[config.mk]
export PLATFORM = sky130hd
export DESIGN_NAME = pin_entry_buffer
export DESIGN_NICKNAME = d
export VERILOG_FILES = /design/src/rtl/pin_entry_buffer.sv
export SDC_FILE = /design/constraint.sdc
export NUM_CORES = 1
export LEC_CHECK = 0
export ABC_AREA = 1
export CORE_MARGIN = 4
export CORE_UTILIZATION = 55
export DETAILED_ROUTE_END_ITERATION = 8
export PLACE_DENSITY_LB_ADDON = 0.1
export SKIP_CTS_REPAIR_TIMING = 1
export SYNTH_ARGS = -nofsm -noshare
export SYNTH_HDL_FRONTEND = slang
export SYNTH_SLANG_ARGS = --single-unit
[constraint.sdc]
create_clock -name clk -period 3.9 [get_ports clk]
set_input_delay 0.975 -clock clk [delete_from_list [all_inputs] [get_ports clk]]
set_output_delay 0.975 -clock clk [all_outputs]
set_load 0.01 [all_outputs]
[src/rtl/pin_entry_buffer.sv]
// Keypad PIN accumulator for the electronic lock: digit/backspace/confirm,
// inactivity timeout, valid/ready PIN offer and six-digit display packet.
package pin_entry_buffer_pkg;
  typedef logic [5:0][3:0] bcdPac_t;
endpackage

module pin_entry_buffer
  import pin_entry_buffer_pkg::*;
#(
  parameter int MAX_DIGITS     = 12,
  parameter int MIN_DIGITS     = 4,
  parameter int TIMEOUT_CYCLES = 5000,
  parameter int MASK           = 1
) (
  input  logic                    clk,
  input  logic                    rst,
  input  logic                    i_en,
  input  logic                    i_key_valid,
  input  logic [3:0]              i_key_code,
  output logic [4*MAX_DIGITS-1:0] o_pin_digits,
  output logic [3:0]              o_pin_len,
  output logic                    o_pin_valid,
  input  logic                    i_pin_ready,
  output logic                    o_err,
  output logic                    o_timeout,
  output bcdPac_t                 o_bcd_packet,
  output logic                    o_enable_o
);

  localparam int TW =
    (TIMEOUT_CYCLES > 1) ? $clog2(TIMEOUT_CYCLES) : 1;
  localparam logic [TW-1:0] TMAX = TW'(TIMEOUT_CYCLES - 1);
  localparam logic [3:0] CMAX = 4'(MAX_DIGITS);
  localparam logic [3:0] CMIN = 4'(MIN_DIGITS);

  typedef enum logic [1:0] {
    S_IDLE,
    S_ENTRY,
    S_OFFER
  } state_t;

  typedef logic [MAX_DIGITS-1:0][3:0] buf_t;

  state_t         r_state;
  buf_t           r_buf;
  logic [3:0]     r_cnt;
  logic [TW-1:0]  r_timer;
  logic           r_err;
  logic           r_timeout;
  bcdPac_t        r_bcd;
  logic           r_en;

  state_t         w_state_nxt;
  buf_t           w_buf_nxt;
  logic [3:0]     w_cnt_nxt;
  logic [TW-1:0]  w_timer_nxt;
  logic           w_err_nxt;
  logic           w_timeout_nxt;
  bcdPac_t        w_bcd_nxt;
  logic           w_is_digit;
  logic           w_is_bs;
  logic           w_is_cf;
  logic           w_key;

  assign w_is_digit = (i_key_code <= 4'd9);
  assign w_is_bs    = (i_key_code == 4'hA);
  assign w_is_cf    = (i_key_code == 4'hB);
  assign w_key      = i_key_valid && i_en
                   && (r_state != S_OFFER)
                   && (w_is_digit || w_is_bs || w_is_cf);

  always_comb begin
    w_state_nxt   = r_state;
    w_buf_nxt     = r_buf;
    w_cnt_nxt     = r_cnt;
    w_timer_nxt   = r_timer;
    w_err_nxt     = 1'b0;
    w_timeout_nxt = 1'b0;
    if (!i_en) begin
      w_state_nxt = S_IDLE;
      w_buf_nxt   = '1;
      w_cnt_nxt   = '0;
      w_timer_nxt = '0;
    end else if (r_state == S_OFFER) begin
      if (i_pin_ready) begin
        w_state_nxt = S_IDLE;
        w_buf_nxt   = '1;
        w_cnt_nxt   = '0;
      end
    end else if (w_key) begin
      w_timer_nxt = '0;
      unique case (1'b1)
        w_is_digit: begin
          if (r_cnt < CMAX) begin
            w_buf_nxt[r_cnt] = i_key_code;
            w_cnt_nxt        = r_cnt + 4'd1;
            w_state_nxt      = S_ENTRY;
          end else begin
            w_err_nxt = 1'b1;
          end
        end
        w_is_bs: begin
          if (r_cnt != 4'd0) begin
            w_buf_nxt[r_cnt - 4'd1] = 4'hF;
            w_cnt_nxt = r_cnt - 4'd1;
            if (r_cnt == 4'd1) w_state_nxt = S_IDLE;
          end
        end
        w_is_cf: begin
          if (r_cnt >= CMIN) begin
            w_state_nxt = S_OFFER;
          end else begin
            w_err_nxt   = 1'b1;
            w_buf_nxt   = '1;
            w_cnt_nxt   = '0;
            w_state_nxt = S_IDLE;
          end
        end
      endcase
    end else if (r_state == S_ENTRY) begin
      // a key on the expiry cycle is handled above and wins
      if (r_timer == TMAX) begin
        w_state_nxt   = S_IDLE;
        w_buf_nxt     = '1;
        w_cnt_nxt     = '0;
        w_timer_nxt   = '0;
        w_timeout_nxt = 1'b1;
      end else begin
        w_timer_nxt = r_timer + 1'b1;
      end
    end
  end

  // newest digit sits in BCD0; older ones shift left
  always_comb begin
    w_bcd_nxt = {6{4'hF}};
    if (i_en) begin
      if (w_state_nxt == S_IDLE) begin
        w_bcd_nxt = {6{4'hA}};
      end else begin
        for (int k = 0; k < 6; k++) begin
          if (4'(k) < w_cnt_nxt) begin
            if (MASK != 0 && k != 0)
              w_bcd_nxt[k] = 4'hA;
            else
              w_bcd_nxt[k] =
                w_buf_nxt[w_cnt_nxt - 4'(k) - 4'd1];
          end else begin
            w_bcd_nxt[k] = 4'hB;
          end
        end
      end
    end
  end

  always_ff @(posedge clk or posedge rst) begin
    if (rst) begin
      r_state   <= S_IDLE;
      r_buf     <= '1;
      r_cnt     <= '0;
      r_timer   <= '0;
      r_err     <= 1'b0;
      r_timeout <= 1'b0;
      r_bcd     <= {6{4'hF}};
      r_en      <= 1'b0;
    end else begin
      r_state   <= w_state_nxt;
      r_buf     <= w_buf_nxt;
      r_cnt     <= w_cnt_nxt;
      r_timer   <= w_timer_nxt;
      r_err     <= w_err_nxt;
      r_timeout <= w_timeout_nxt;
      r_bcd     <= w_bcd_nxt;
      r_en      <= i_en;
    end
  end

  assign o_pin_digits = r_buf;
  assign o_pin_len    = r_cnt;
  assign o_pin_valid  = (r_state == S_OFFER);
  assign o_err        = r_err;
  assign o_timeout    = r_timeout;
  assign o_bcd_packet = r_bcd;
  assign o_enable_o   = r_en;

endmodule

== Word-level counts from Yosys, hierarchy flattened ==
Cells that the tools add are included.

* Register bits: 94
* Bits of input ports: 9
* Output and inout port bits: 80

* Add/subtract/negate cells: 4
* Order comparisons: 14
* Equality and inequality tests: 9
* Multiplexer cells: 62
* Bitwise logic cells: 1
* Reduce and logical (&&, ||, !) cells: 10

{| class="wikitable"
|+ Operators by type and width
! operator !! number
|-
| $mux W48 || 9
|-
| $pmux W48 S3 || 1
|-
| $mux W13 || 5
|-
| $mux W4 || 13
|-
| $bwmux W48 || 1
|-
| $or A48 B48 Y48 || 1
|-
| $demux W4 S4 || 2
|-
| $mux W23 || 1
|-
| $mux W21 || 1
|-
| $mux W2 || 10
|-
| $bmux W4 S4 || 1
|-
| $lt A4 B5 Y1 const B || 3
|-
| $mux W1 || 15
|-
| $add A13 B1 Y13 const B || 1
|-
| $eq A13 B13 Y1 const B || 1
|-
| $pmux W4 S3 || 1
|-
| $eq A4 B4 Y1 const B || 2
|-
| $ge A4 B1 Y1 const B || 2
|-
| $lt A1 B4 Y1 const A || 2
|-
| $lt A2 B4 Y1 const A || 2
|-
| $lt A3 B4 Y1 const A || 2
|-
| $sub A4 B1 Y4 const B || 2
|-
| $pmux W2 S3 || 1
|-
| $logic_and A1 B1 Y1 || 5
|-
| other kinds (14) || 16
|}

== Depth between registers and ports, before layout ==
Gate-level depths: netlist of the first run.

* Word-level depth: 16
* Mapped depth: 22

== Least setup slack after synthesis of the first run ==
No wires, ideal clock.

* Kind: input -> register
* From: input i_key_code[0]
* To: register r_bcd, in the netlist o_bcd_packet[0]
* Setup time: 0.061 ns
* Arrival time: 3.133 ns
* Required time: 3.839 ns
* Setup slack: 0.706 ns
* Stages on the path: 21
* Path buffers: 4
* Cells stage by stage: buf_2 clkinv_4 nand2_1 nor2_4 nand3_1 nand3_1 nand2_1 nand3_1 nand2_2 inv_2 buf_6 buf_4 ha_1 inv_1 buf_1 nand3_1 nand3_1 nand3_1 nand2_1 nand2_1 nand2_1

{| class="wikitable"
|+ RTL lines
! what !! RTL line !! RTL
|-
| start, declared || 19 || <nowiki>input logic [3:0] i_key_code,</nowiki>
|-
| end signal, assigned || 164 || <nowiki>r_bcd <= {6{4'hF}};</nowiki>
|-
| end signal, assigned || 173 || <nowiki>r_bcd <= w_bcd_nxt;</nowiki>
|-
| end, declared || 50 || <nowiki>bcdPac_t r_bcd;</nowiki>
|}

==> summary.md, run 1 <==
| Metric | Value |
|---|---|
| HP Class | register to register |
| Worst hold margin | 0.520 ns |
| Crit path max fanout | 10 |
| Area grow syn2layout | 17.4% |
| Via count | 7689 |
| Max stage delay on crit path | 0.64 ns |
| CP required | 4.20 ns |
| Average size of a mapped cell | 6.47 um2 |
| Final Instance Area | 7950 um2 |
| Buf/Inv on CP | 1 |
| Final nets | 1133 |
| Crit share post-route | 0.877 |
| RSZ-0062 raised after global routing | no |
| Clock skew | 0.00993 ns |
| Vias in the first global route | 7121 |
| Critical Path, Cell by Cell | clkdlybuf4s50_1, nand3_2, nor2_8, nand3_1, nand3_1, nand2_1, nand2_1, nand2_1, ha_1, xor2_4, nand3_1, nor2_1, nor2_1, nand2_1, nand2_1, nand2_1 |
| GR Util All Layers | 0.356 |
| TritonRoute pass-1 iters | 6 |
| Die ar. | 14200 um2 |
| Mapped Cells | 1047 |
| Max Cap Viol | 0 |
| Ratio of cells with drive above 1 in the final layout | 0.138 |
| Final ANT Viol Nets | 0 |
| Sink Count | 80 |
| Post-detail-place hpwl | 17.8 mm |
| DRC | 0 |
| Netlist cell types | 46 |
| Worst path arrival time | 3.72 ns |
| IO Pins | 89 |
| Non-Filler Instances | 1265 |
| DIE HEIGHT | 119 um |
| Setup CP Type | input pin to register |
| Pwr Density | 289 nW/um2 |
| Critical Path End Type | register |
| Final RePlAce weighted congestion | 0.993 |
| Register area share after synthesis | 0.306 |
| Top FF cell, synth | dfstp_2 |
| Leakage Power | 3.90 nW |
| Asr flop ratio synth | 1.00 |
| Cell family with most CP delay | simple AND/OR/NAND/NOR gates |
| TritonCTS clock tree | yes |
| Num CTS Buffers | 9 |
| DRT iter0 DRCs | 1056 |
| Routed len/inst | 19.7 um |
| Worst slew pin tran | 0.605 ns |
| Most frequent CP cell | nand2_1 |
| Worst-path clk slew | 0.07 ns |
| Placement Cell Area | 7660 um2 |
| Setup TNS | 0 ns |
| Worst vdd ir | 0.190 mV |
| Initial Utilization | 0.564 |
| Slew Viols, Final | 0 |
| Num rows | 40 |
| Die X | 119 um |
| Final wirelength | 24.9 mm |
| Placement Setup Slack | 0.162 ns |
| Worst rel slew slack | 0.592 |
| Fin crit period | 3.42 ns |
| H-tree depth | 3 |
| Post-synth EDFFs | 0 |
| CTS max path bufs | 2 |
| CP startpoint kind | input pin |
| First-pass GRT wire length | 39.7 mm |
| ANT cells | 0 |
| Total Power | 2.30 mW |
| Slowest-stage cell, CP | clkdlybuf4s50_1 |
| Core area | 12000 um2 |
| Fmax | 0.292 GHz |
| Status | finished, final reports clean |
| Clock Tree Root | clkbuf_16 |
| Flops & latches, synth | 80 |
| Post-layout util | 0.662 |
| Final setup fails | 0 |
| Insertion delay to the later sink of the worst-skew pair | 0.35 ns |
| Hold Violations, Final | 0 |
| Grt ovf | 0 |
| Placed Cells | 1249 |
| Via/cell ratio | 6.08 |
| Yosys synthesis warning count | 0 |
| Final worst slack | 0.479 ns |
| Largest net degree at the start of global routing | 39 |
| Number of port buffers | 78 |
| Initial antenna violation count | 0 |
| Synth Cell Area | 6770 um2 |
## layout by cell type, fill, tap and decap left out, types with 2 or more instances in the layout
cell and instances:
nor2_1 63, o211ai_1 20, clkinv_2 3, buf_4 32, nand2_2 6, inv_2 9, nand3_1 146, a21oi_1 76
dfstp_2 58, nor4_1 3, a21oi_2 2, clkbuf_1 2, clkinv_4 2, nand3b_1 3, nand3_2 3, or2_2 4
ha_1 11, nor2_4 4, o21ai_0 103, buf_12 3, nand4_1 5, nand2_1 288, clkbuf_16 9, a31oi_1 3
nor3_1 16, dfrtp_1 22, clkdlybuf4s50_1 78, o21a_1 3, o21ai_1 4, nor2_2 3, conb_1 10, nand2_4 5
inv_1 103
## worst paths after layout
check | start | to | slack [ns] | cells past startpoint
max | i_key_code[1] | o_bcd_packet[0] | 0.48 | 16
min | r_timer[1] | r_timer[1] | 0.52 | 2
max reg2reg | o_pin_len[0] | o_bcd_packet[2] | 0.68 | 17
min reg2reg | r_timer[1] | r_timer[1] | 0.52 | 2
max in group asynchronous | rst | o_pin_digits[28] | 2.13 | 3
min in group asynchronous | rst | o_pin_digits[37] | 1.27 | 2
## metal layers
| metal | vias up | track usage | wire length (um) |
|---|---|---|---|
| met1 | 3476 | 0.491 | 10100 |
| met5 | - | 0 | 0 |
| met2 | 556 | 0.540 | 10700 |
| met4 | 0 | 0.161 | 1160 |
| li1 | 3567 | - | - |
| met3 | 90 | 0.0712 | 2990 |
## flip-flops by register name (all words and copies together) (netlist names)
signal,count
o_bcd_packet,10
o_pin_digits,48
o_enable_o,1
o_err,1
o_timeout,1
r_state,2
o_pin_len,4
r_timer,13
## where the power goes
part	switching, mW	total (mW)	internal, mW	leakage, nW
Clock	0.373	0.872	0.498	0.144
Combinational	0.357	0.539	0.182	2.85
Sequential	0.0220	0.890	0.868	0.913
Total	0.753	2.30	1.55	3.90
## logic make-up after synthesis
| logic type | Yosys count | share of synthesized area |
|---|---|---|
| flops | 80 | 0.306 |
| xor+xnor | 1 | 0.00406 |
| simple gates | 554 | 0.367 |
| other cells | 1 | 0.000554 |
| fa+ha+maj | 11 | 0.0203 |
| compound gates | 218 | 0.176 |
| buf+inv | 182 | 0.126 |
## worst min-delay path, cell delays in order (launching register included)
cell and delay (ns):
dfrtp_1 0.37, nand2_1 0.06, nand2_1 0.05
## area by class of cell
| cell class | count | area, um2 |
|---|---|---|
| inverter | 115 | 440 |
| timing repair buffer | 113 | 1080 |
| clock inverter | 5 | 57.6 |
| multi-input combinational | 794 | 3880 |
| sequential | 80 | 2070 |
| clock buffer | 11 | 233 |
| fill | 1124 | 4060 |
| tap | 147 | 184 |
## cell usage after synthesis (9+ instances only)
library cell,number,area [um2]
dfstp_2,58,1520
nor2_1,63,236
ha_1,11,138
nand3_1,146,731
dfrtp_1,22,551
clkbuf_1,13,48.8
inv_1,104,390
nand2_1,288,1080
buf_4,24,180
nor3_1,16,80.1
o21ai_0,103,515
buf_2,22,110
o211ai_1,20,150
inv_2,9,33.8
a21oi_1,76,380
No activity file was read; power rests on OpenSTA's default activity.
==> run 2: changes to the inputs <==
CORE_MARGIN = default   (was 4)
==> run 2 against run 1 <==
Effect of this change: first-iteration DRC count shrank 5.4%; register-to-register slack lost 0.15 ns; die area shrank 9.8%; critical endpoint unchanged; largest power group unchanged.
==> summary.md, run 2 (synthesized netlist as in run 1, its figures left out) <==
| Metric | Value |
|---|---|
| Clock Tree Root | clkbuf_16 |
| Routed len/inst | 19.3 um |
| IO Pins | 89 |
| ANT cells | 0 |
| Post-detail-place hpwl | 17.2 mm |
| WHS Endpoint | r_timer[1] |
| Status | finished, final reports clean |
| Vias in the first global route | 6904 |
| CP required | 4.20 ns |
| GR Util met1 | 0.533 |
| Met3 usage | 0.0680 |
| Non-Filler Instances | 1267 |
| Placement Cell Area | 7650 um2 |
| Worst rel slew slack | 0.599 |
| Cell Int Power | 1.50 mW |
| Initial Utilization | 0.564 |
| DRC | 0 |
| Leakage Power | 3.89 nW |
| Grt ovf | 0 |
| Post-layout util | 0.660 |
| Largest net degree at the start of global routing | 36 |
| Slew Viols, Final | 0 |
| Worst vdd ir | 0.161 mV |
| Via/cell ratio | 6.09 |
| Num CTS Buffers | 9 |
| Crit path max fanout | 7 |
| Worst hold start | r_timer[1] |
| Hold Violations, Final | 0 |
| Final worst slack | 0.396 ns |
| Num rows | 40 |
| Crit share post-route | 0.898 |
| Final Instance Area | 7930 um2 |
| Reg2reg start | o_pin_len[0] |
| Net Sw Frac | 0.337 |
| First-pass GRT wire length | 38.0 mm |
| Flop pwr share | 0.393 |
| Worst-path clk slew | 0.07 ns |
| Final wirelength | 24.4 mm |
| Via count | 7714 |
| WHS Path Cells | 2 |
| Initial antenna violation count | 0 |
| Sink Count | 80 |
| TritonRoute pass-1 iters | 6 |
| Placement Setup Slack | 0.107 ns |
| Setup TNS | 0 ns |
| Insertion delay to the later sink of the worst-skew pair | 0.36 ns |
| HP Class | register to register |
| DRT iter0 DRCs | 999 |
| Most common cell after layout, fill and taps aside | nand2_1 |
| R2r setup slk | 0.53 ns |
| Worst slew pin tran | 0.595 ns |
| Final setup fails | 0 |
| Die X | 113 um |
| Most frequent cells in the layout | 288 x nand2_1, 146 x nand3_1, 103 x inv_1, 103 x o21ai_0, 78 x clkdlybuf4s50_1 |
| Die ar. | 12800 um2 |
| Worst path arrival time | 3.80 ns |
| TritonCTS clock tree | yes |
| Core area | 12000 um2 |
| Final nets | 1135 |
| Placed Cells | 1251 |
| Clk network pwr share | 0.370 |
| RSZ-0062 raised after global routing | no |
| Clock skew | 0.00954 ns |
| Number of port buffers | 78 |
| Total Power | 2.26 mW |
| CP startpoint kind | input pin |
| Ratio of cells with drive above 1 in the final layout | 0.140 |
| Pwr Density | 285 nW/um2 |
| Fmax | 0.285 GHz |
| CTS max path bufs | 2 |
| Reg2reg end | o_bcd_packet[2] |
| Sw Pwr | 0.763 mW |
| DIE HEIGHT | 113 um |
| R2R cell count | 17 |
| GRT Max-Usage Layer | met2 |
| Logic pwr share | 0.236 |
| Max reg flops | 48 |
| Critical Path End Type | register |
| Fin crit period | 3.50 ns |
| Area grow syn2layout | 17.1% |
| Worst hold margin | 0.517 ns |
| GR Util All Layers | 0.389 |
| Setup CP Type | input pin to register |
| M2 GR Usage | 0.579 |
| Final RePlAce weighted congestion | 1.00 |
| H-tree depth | 3 |
| Final ANT Viol Nets | 0 |
| Max Cap Viol | 0 |
## run 2: changes by cell type in the layout (fill, tap and decap cells not counted)
cell        delta
buf_12         -2
clkinv_2       -2
buf_4          +4
clkinvlp_4     +3
clkbuf_8       +1
bufinv_16      -1
clkbuf_1       -1
## run 2: cell type report
| type | instances | area, um2 |
|---|---|---|
| Clock inverter | 5 | 40.0 |
| Sequential cell | 80 | 2070 |
| Fill cell | 1121 | 4080 |
| Tap cell | 147 | 184 |
| Timing Repair Buffer | 115 | 1070 |
| Multi-Input combinational cell | 794 | 3880 |
| Clock buffer | 11 | 243 |
| Inverter | 115 | 440 |
## run 2: worst max-delay path: stages
cell	delay [ns]
clkdlybuf4s50_1	0.69
buf_4	0.20
nand2_2	0.06
nor2_2	0.19
buf_4	0.18
nand3_1	0.08
nand2_1	0.07
nand2_1	0.06
nand2_1	0.18
ha_1	0.32
xor2_4	0.27
nand3_1	0.19
nor2_1	0.12
nor2_1	0.04
nand2_1	0.06
nand2_1	0.05
nand2_1	0.07
## run 2: per-layer routing
metal	vias to the layer above	part of all wire
met5	-	0
met3	93	0.11
met1	3488	0.41
met4	0	0.050
li1	3567	-
met2	566	0.43
## run 2: worst max path at each step
stage / startpoint / to / slack [ns] / cells after the start
after floorplan: i_key_code[0] / o_bcd_packet[0] / 0.71 / 21
after global placement: i_key_code[1] / o_bcd_packet[0] / 0.17 / 17
after detailed placement: i_key_code[2] / o_bcd_packet[0] / 0.11 / 17
after CTS: i_key_code[2] / o_bcd_packet[0] / 0.45 / 17
after global routing: i_key_code[2] / o_bcd_packet[0] / 0.05 / 17
final: i_key_code[1] / o_bcd_packet[0] / 0.40 / 17
## run 2: power groups by stage
| stage | sequential (mW) | combinational, mW | clock [mW] |
|---|---|---|---|
| after floorplan | 0.906 | 0.342 | 0 |
| after global placement | 0.903 | 0.515 | 0 |
| after detailed placement | 0.902 | 0.516 | 0 |
| after CTS | 0.890 | 0.521 | 0.838 |
| after global routing | 0.892 | 0.580 | 0.870 |
| final | 0.890 | 0.535 | 0.838 |
==> run 3: changes to the inputs <==
CORE_MARGIN = 3   (was default)
clock period = 3.4 ns   (was 3.9 ns; I/O delays follow)
==> run 3 against run 2 <==
Effect of this change: first-iteration DRC count grew 1.5%; clock power grew 9.8%; count of clock-buffer cells in the layout grew 1; flip-flop and latch count is the same; hold slack lost 0.0026 ns; global-route usage shrank 1.9 points; die area grew 7.2%; non-clock buffer count grew 51; register-to-register slack lost 0.03 ns; critical endpoint unchanged; highest routed layer unchanged.
==> summary.md, run 3 (synthesized netlist as in run 1, its figures left out) <==
| Metric | Value |
|---|---|
| Reg2reg end | o_bcd_packet[0] |
| Max Cap Viol | 0 |
| Core area | 11700 um2 |
| Die ar. | 13700 um2 |
| CP required | 3.69 ns |
| TritonCTS clock tree | yes |
| Worst hold margin | 0.514 ns |
| WHS Path Cells | 2 |
| Insertion delay to the later sink of the worst-skew pair | 0.36 ns |
| Post-detail-place hpwl | 18.0 mm |
| Most common cell after layout, fill and taps aside | nand2_1 |
| H-tree depth | 3 |
| Clock Tree Root | clkbuf_16 |
| Critical Path, Cell by Cell | clkdlybuf4s50_1, inv_2, nor2_1, inv_2, nand2_1, inv_2, a21oi_1, nand2_1, nor2_1, nand2_1, nand3_1, nand3_1, nand3_1, nand2_1, nand2_1, nand2_1 |
| Non-Filler Instances | 1314 |
| Most frequent CP cell | nand2_1 |
| Max reg flops | 48 |
| DIE HEIGHT | 117 um |
| DRC | 0 |
| First-pass GRT wire length | 38.5 mm |
| R2r setup slk | 0.50 ns |
| DRT iter0 DRCs | 1014 |
| IO Pins | 89 |
| Via/cell ratio | 6.00 |
| R2R cell count | 18 |
| Final nets | 1186 |
| Leakage Power | 4.13 nW |
| CP startpoint kind | input pin |
| Max stage delay on crit path | 0.61 ns |
| GR Util All Layers | 0.370 |
| Total Power | 2.60 mW |
| Fin crit period | 3.22 ns |
| Num CTS Buffers | 9 |
| Final worst slack | 0.182 ns |
| TritonRoute pass-1 iters | 6 |
| Crit path max fanout | 16 |
| Crit share post-route | 0.947 |
| Fmax | 0.311 GHz |
| Status | finished, final reports clean |
| Die X | 117 um |
| Final wirelength | 24.8 mm |
| CTS max path bufs | 2 |
| Most frequent cells in the layout | 288 x nand2_1, 146 x nand3_1, 103 x inv_1, 103 x o21ai_0, 84 x buf_4 |
| Worst slew pin tran | 0.693 ns |
| ANT cells | 0 |
| Pwr Density | 312 nW/um2 |
| Final RePlAce weighted congestion | 1.05 |
| Sink Count | 80 |
| Number of port buffers | 78 |
| Critical Path End Type | register |
| Worst hold start | r_timer[1] |
| Placement Setup Slack | -0.0584 ns |
| Grt ovf | 0 |
| Worst path arrival time | 3.51 ns |
| Worst vdd ir | 0.268 mV |
| Setup TNS | 0 ns |
| Routed len/inst | 18.9 um |
| Largest net degree at the start of global routing | 45 |
| Placed Cells | 1298 |
| Worst-path clk slew | 0.06 ns |
| Hold Violations, Final | 0 |
| RSZ-0062 raised after global routing | no |
| WHS Endpoint | r_timer[1] |
| Via count | 7887 |
| Area grow syn2layout | 23.0% |
| Slowest-stage cell, CP | clkdlybuf4s50_1 |
| Reg2reg start | o_pin_len[0] |
| Slew Viols, Final | 0 |
| Num rows | 39 |
| Final ANT Viol Nets | 0 |
| Initial Utilization | 0.578 |
| Ratio of cells with drive above 1 in the final layout | 0.176 |
| Clock skew | 0.00756 ns |
| Vias in the first global route | 6966 |
| Final setup fails | 0 |
| HP Class | register to register |
| Worst rel slew slack | 0.538 |
| Initial antenna violation count | 0 |
| Setup CP Type | input pin to register |
run 3: changes by cell type in the layout (fill, tap and decap cells not counted), sizes merged:
| cell | before | now |
|---|---|---|
| buf | 37 | 88 |
| clkbuf | 11 | 12 |
| clkinvlp | 3 | 2 |
run 3: worst max-delay path: cells and delay by family:
family / cells / cell delay (ns)
AOI/OAI and AO/OA: 1 / 0.19
buffers and inverters: 4 / 1.07
and+or+nand+nor: 11 / 1.38
run 3: worst max-delay path by stage:
| stage | startpoint | endpoint | slack [ns] |
|---|---|---|---|
| after floorplan | i_key_code[0] | o_bcd_packet[0] | 0.33 |
| after global placement | i_en | o_bcd_packet[0] | -0.12 |
| after detailed placement | i_en | o_bcd_packet[0] | -0.06 |
| after CTS | i_en | o_bcd_packet[0] | 0.28 |
| after global routing | i_en | o_bcd_packet[0] | 0.04 |
| final | i_en | o_bcd_packet[0] | 0.18 |
run 3: stage by stage:
step	utilization	cell area (um2)
after floorplan	-	6810
after global placement	0.689	8060
after detailed placement	0.689	8060
after CTS	0.711	8330
after global routing	0.711	8330
final	0.711	8330
run 3: cell type report:
| cell class | count | area, um2 |
|---|---|---|
| Clock buffer | 12 | 236 |
| Clock inverter | 4 | 28.8 |
| Fill cell | 1069 | 3380 |
| Inverter | 115 | 440 |
| Multi-Input combinational cell | 794 | 3880 |
| Sequential cell | 80 | 2070 |
| Tap cell | 143 | 179 |
| Timing Repair Buffer | 166 | 1490 |
run 3: per-layer routing:
metal / GRT usage / share of wire / up-vias
met5: 0 / 0 / -
met4: 0.180 / 0.049 / 0
met3: 0.0771 / 0.12 / 90
met2: 0.538 / 0.43 / 568
met1: 0.523 / 0.40 / 3568
li1: - / - / 3661
run 3: where the power goes:
part / internal, mW / leakage, nW / switching (mW)
logic: 0.241 / 3.10 / 0.424
registers: 0.995 / 0.913 / 0.0211
clock network: 0.497 / 0.123 / 0.423
